## config.mk

```make
export PLATFORM = sky130hd
export DESIGN_NAME = seq_detector_param
export DESIGN_NICKNAME = d
export VERILOG_FILES = /design/src/rtl/seq_detector_param.sv
export SDC_FILE = /design/constraint.sdc
export NUM_CORES = 1
export LEC_CHECK = 0
export BUFFER_PORTS_ARGS = -buffer_cell sky130_fd_sc_hd__clkbuf_2
export CORE_ASPECT_RATIO = 0.75
export CORE_MARGIN = 5
export CORE_UTILIZATION = 40
export DETAILED_ROUTE_END_ITERATION = 8
export GPL_TIMING_DRIVEN = 0
export REMOVE_ABC_BUFFERS = 1
export SYNTH_ARGS = -nofsm -noshare
export SYNTH_HDL_FRONTEND = slang
export SYNTH_SLANG_ARGS = --single-unit
```

## constraint.sdc

```tcl
create_clock -name clk -period 7.43 [get_ports clk]
set_clock_uncertainty 0.05 [all_clocks]
set_input_delay 0 -clock clk [delete_from_list [all_inputs] [get_ports clk]]
set_output_delay 0 -clock clk [all_outputs]
set_load 0.01 [all_outputs]
```

## src/rtl/seq_detector_param.sv

```systemverilog
// Run-time programmable serial pattern detector with overlap control and a
// saturating match counter. Pattern bit 0 is the most recently received bit.
module seq_detector_param #(
    parameter int                PAT_W    = 5,
    parameter logic [PAT_W-1:0]  PAT_INIT = PAT_W'(5'b10101),
    parameter int                CNT_W    = 8,
    localparam int               LEN_W    = $clog2(PAT_W + 1)
) (
    input  logic              clk,
    input  logic              reset,
    input  logic              x,
    input  logic              x_valid,
    input  logic              pat_load,
    input  logic [PAT_W-1:0]  pat_in,
    input  logic [LEN_W-1:0]  len_in,
    input  logic              overlap,
    output logic              z,
    output logic [PAT_W-1:0]  hist,
    output logic [CNT_W-1:0]  match_cnt,
    output logic              cnt_sat
);

    localparam logic [LEN_W-1:0] LEN_MAX = LEN_W'(PAT_W);
    localparam logic [CNT_W-1:0] CNT_MAX = '1;

    logic [PAT_W-1:0] pattern;
    logic [LEN_W-1:0] len;
    logic [LEN_W-1:0] fill;

    logic [PAT_W-1:0] hist_n;
    logic [PAT_W-1:0] len_mask;
    logic [LEN_W-1:0] fill_inc;
    logic [LEN_W-1:0] len_clamped;
    logic             match;

    always_comb begin
        len_clamped = len_in;
        if (len_in == '0 || len_in > LEN_MAX) begin
            len_clamped = LEN_MAX;
        end
    end

    assign hist_n   = {hist[PAT_W-2:0], x};
    assign fill_inc = (fill >= LEN_MAX) ? LEN_MAX : fill + LEN_W'(1);

    // Only the newest len bits take part in the compare.
    always_comb begin
        len_mask = '0;
        for (int i = 0; i < PAT_W; i++) begin
            len_mask[i] = (i < int'(len));
        end
    end

    // fill gate keeps an all-zero history from matching an all-zero pattern.
    assign match = (fill_inc >= len) &&
                   ((hist_n & len_mask) == (pattern & len_mask));

    always_ff @(posedge clk) begin
        if (reset) begin
            hist      <= '0;
            fill      <= '0;
            z         <= 1'b0;
            match_cnt <= '0;
            pattern   <= PAT_INIT;
            len       <= LEN_MAX;
        end else if (pat_load) begin
            pattern <= pat_in;
            len     <= len_clamped;
            hist    <= '0;
            fill    <= '0;
            z       <= 1'b0;
        end else if (x_valid) begin
            hist <= hist_n;
            fill <= (match && !overlap) ? '0 : fill_inc;
            z    <= match;
            if (match && match_cnt != CNT_MAX) begin
                match_cnt <= match_cnt + CNT_W'(1);
            end
        end else begin
            z <= 1'b0;
        end
    end

    assign cnt_sat = (match_cnt == CNT_MAX);

endmodule

```

==> impl_metrics.py <==
metrics = {
    "worst_setup_path": {
        "crit_path_start_kind": "register",
        "path_buf_inv": 2,
        "r2r_end": "match_cnt[4]",
        "cp.arrival_ns": 3.20,
        "cp-end-kind": "register",
        "ff2ff_path_depth": 12,
        "regToRegStartpoint": "fill[1]",
        "critical_path_class": "register to register",
        "path_cells": "inv_1 > ha_1 > nor3_1 > nand3_1 > o21ai_0 > inv_1 > ha_1 > a21o_1 > a31oi_1 > or4b_1 > or4_1 > a21oi_1",
        "cp_slowest_cell": "or4b_1",
        "r2r_slack_ns": 4.38,
        "cpPeakStageDelay_ns": 0.70,
        "crit_fanout": 9,
        "required_ns": 7.58,
        "crit_family": "simple AND/OR/NAND/NOR gates",
    },
    "clocking": {
        "h-tree-depth": 1,
        "hold_buffers": 9,
        "post_cts_buffers": 0,
        "clkTransAtPathRegs_ns": 0.08,
        "cts_resized": 0,
        "cts_num_sinks": 25,
        "cts_tree": "yes",
        "cts_buffer_depth": 2,
        "numCtsBuffers": 3,
        "cts_root_buf": "clkbuf_8",
        "clk_latency_ns": 0.27,
    },
    "timing": {
        "worst_pin_slew_ns": 0.925,
        "post-route-min-period_ns": 3.05,
        "slew_headroom_pct": 38.3,
        "finalSetupViolCount": 0,
        "max_freq_mhz": 328,
        "final_hold_viol_count": 0,
        "finalWorstSetupSlack_ns": 4.38,
        "fin_tns_setup_ns": 0,
        "drv_slew": 0,
        "post-route-period-util_pct": 41.1,
        "rsz0062_at_grt": "false",
    },
    "drt": {
        "vias": 1169,
        "wire_per_inst_um": 12.8,
        "first_pass_iters": 5,
        "drt_iter0_markers": 88,
        "vias_per_cell": 5.34,
        "route.detailed.drc": 0,
        "postRouteAntennaNets": 0,
        "finalWirelength_um": 2800,
    },
    "grt": {
        "grtUsageMet3_pct": 3.73,
        "use_met2_pct": 21.0,
        "grt_max_degree": 19,
        "grt_pass1_wl_um": 4560,
        "grt_pass1_vias": 1032,
        "grt.busiest_layer": "met2",
        "grtUsageTotal_pct": 13.2,
        "grtUsageMet1_pct": 16.8,
        "antenna_found_initial": 0,
        "gr-total-overflow": 0,
    },
    "synthesis": {
        "ys_ff_latch": 25,
        "yosys.area_share.simple_pct": 23.3,
        "synth_compound_area_share_pct": 14.4,
        "synth_area_leaders": "dfxtp_1 39%, mux2i_1 7.0%, ha_1 5.8%",
        "synthAdderAreaFrac_pct": 5.81,
        "ys_warn_count": 0,
        "synth-main-ff-cell": "dfxtp_1",
        "synth_commonest_cells": "25 x dfxtp_1, 16 x nor2_1, 9 x mux2i_1",
        "synthMuxAreaShare_pct": 9.59,
        "syn_inst": 147,
        "synth_most_common_cell": "dfxtp_1",
        "synth_top_cell_by_area": "dfxtp_1",
        "async_flop_share_pct": 0,
        "synth_cell_types": 38,
        "syn_area_um2": 1290,
        "synth_edf_count": 0,
        "synth_top_family_by_area": "simple AND/OR/NAND/NOR gates",
        "yosysSeqAreaShare_pct": 38.8,
        "synth_top_area_share_pct": 38.8,
        "syn_avg_cell_area_um2": 8.78,
        "synth_xor_area_share_pct": 3.39,
    },
    "placement": {
        "place_area_um2": 1450,
        "hpwlAfterDp_um": 2050,
        "pre_cts_slack_ns": 4.42,
        "port_buffers": 28,
        "globalplace.congestion": 0.833,
    },
    "min_path": {
        "min_to": "len[2]",
        "hold_start": "len_in[2]",
        "min_delay_path_depth": 3,
        "hp-class": "input pin to register",
    },
    "finish": {
        "insertedDiodeCount": 0,
        "final_area_um2": 1580,
        "nets": 202,
        "drive_above_1_share_pct": 19.3,
        "area_growth_pct": 22.6,
    },
    "pwr": {
        "ir_drop_mv": 0.151,
        "power_density_nw_per_um2": 158,
        "cellLeakagePower_nw": 0.709,
    },
    "outcome": {
        "outcome": "finished clean",
    },
    "die": {
        "rows": 17,
        "ioPinCount": 29,
        "fp.dieArea_um2": 4480,
        "die_w_um": 75.6,
        "start_util_pct": 42.8,
        "die_h_um": 59.2,
        "core_area_um2": 3020,
    },
    "job": {
        "cap_violations": 0,
    },
}
[power breakdown]
part | internal [W] | switching, W
clock | 0.0000384 | 0.0000422
sequential | 0.000137 | 0.00000298
combinational | 0.0000143 | 0.0000153
total | 0.000190 | 0.0000605
[flip-flops by register name (all words and copies together) (netlist names)]
signal	count
match_cnt	8
hist	5
pattern	5
fill	3
len	3
z	1
[worst reg2reg max path: stages (launching register included)]
cell and delay [ns]:
dfxtp_1 0.37, inv_1 0.07, ha_1 0.18, nor3_1 0.13
nand3_1 0.09, o21ai_0 0.13, inv_1 0.09, ha_1 0.31
a21o_1 0.11, a31oi_1 0.07, or4b_1 0.70, or4_1 0.52
a21oi_1 0.15
[cell type report]
cell class	instances	area, um^2
tap	38	47.5
inverter	8	30.0
multi-input combinational	107	729
fill	297	1440
sequential	25	500
timing repair buffer	37	230
clock buffer	4	45.0
[kinds of logic after synthesis]
| logic type | after synthesis |
|---|---|
| fa+ha+maj | 6 |
| xor+xnor | 5 |
| compound gates | 28 |
| flops | 25 |
| mux | 12 |
| buf+inv | 15 |
| simple gates | 56 |
[how the worst max path moves through the flow]
stage                 start            to  slack, ns  cells past startpoint
floorplan           fill[1]  match_cnt[3]       4.70                     12
global placement    fill[1]  match_cnt[3]       4.49                     12
detailed placement  fill[1]  match_cnt[4]       4.42                     12
CTS                 fill[1]  match_cnt[4]       4.39                     12
global route        fill[1]  match_cnt[4]       4.16                     12
finish              fill[1]  match_cnt[4]       4.38                     12
[metrics by stage]
| stage | cells | total power [W] | hold slack [ns] | utilization (%) |
|---|---|---|---|---|
| floorplan | 140 | 0.000158 | 0.0191 | - |
| global placement | 206 | 0.000169 | 0.156 | 47.9 |
| detailed placement | 206 | 0.000169 | 0.161 | 47.9 |
| CTS | 219 | 0.000254 | 0.00511 | 52.4 |
| global route | 219 | 0.000263 | 0.0659 | 52.4 |
| finish | 219 | 0.000250 | 0.0152 | 52.4 |
[layer usage]
layer	vias up	wire (um)
met5	-	0
met1	538	1370
met4	0	46
met3	4	126
met2	26	1260
li1	601	-
[layout by cell type, fill, tap and decap left out, types with 3 or more instances in the layout]
cell type and n:
mux2i_1 9, ha_1 6, nand3_1 7, nand2_1 7
clkbuf_2 28, nor2b_1 6, clkbuf_8 3, xor2_1 4
nor3_1 4, a211o_1 3, o21ai_0 4, o31ai_1 5
dlygate4sd3_1 9, nor2_1 16, a21oi_1 8, or4_1 3
dfxtp_1 25, inv_1 8
No activity file was read; power rests on OpenSTA's default activity.
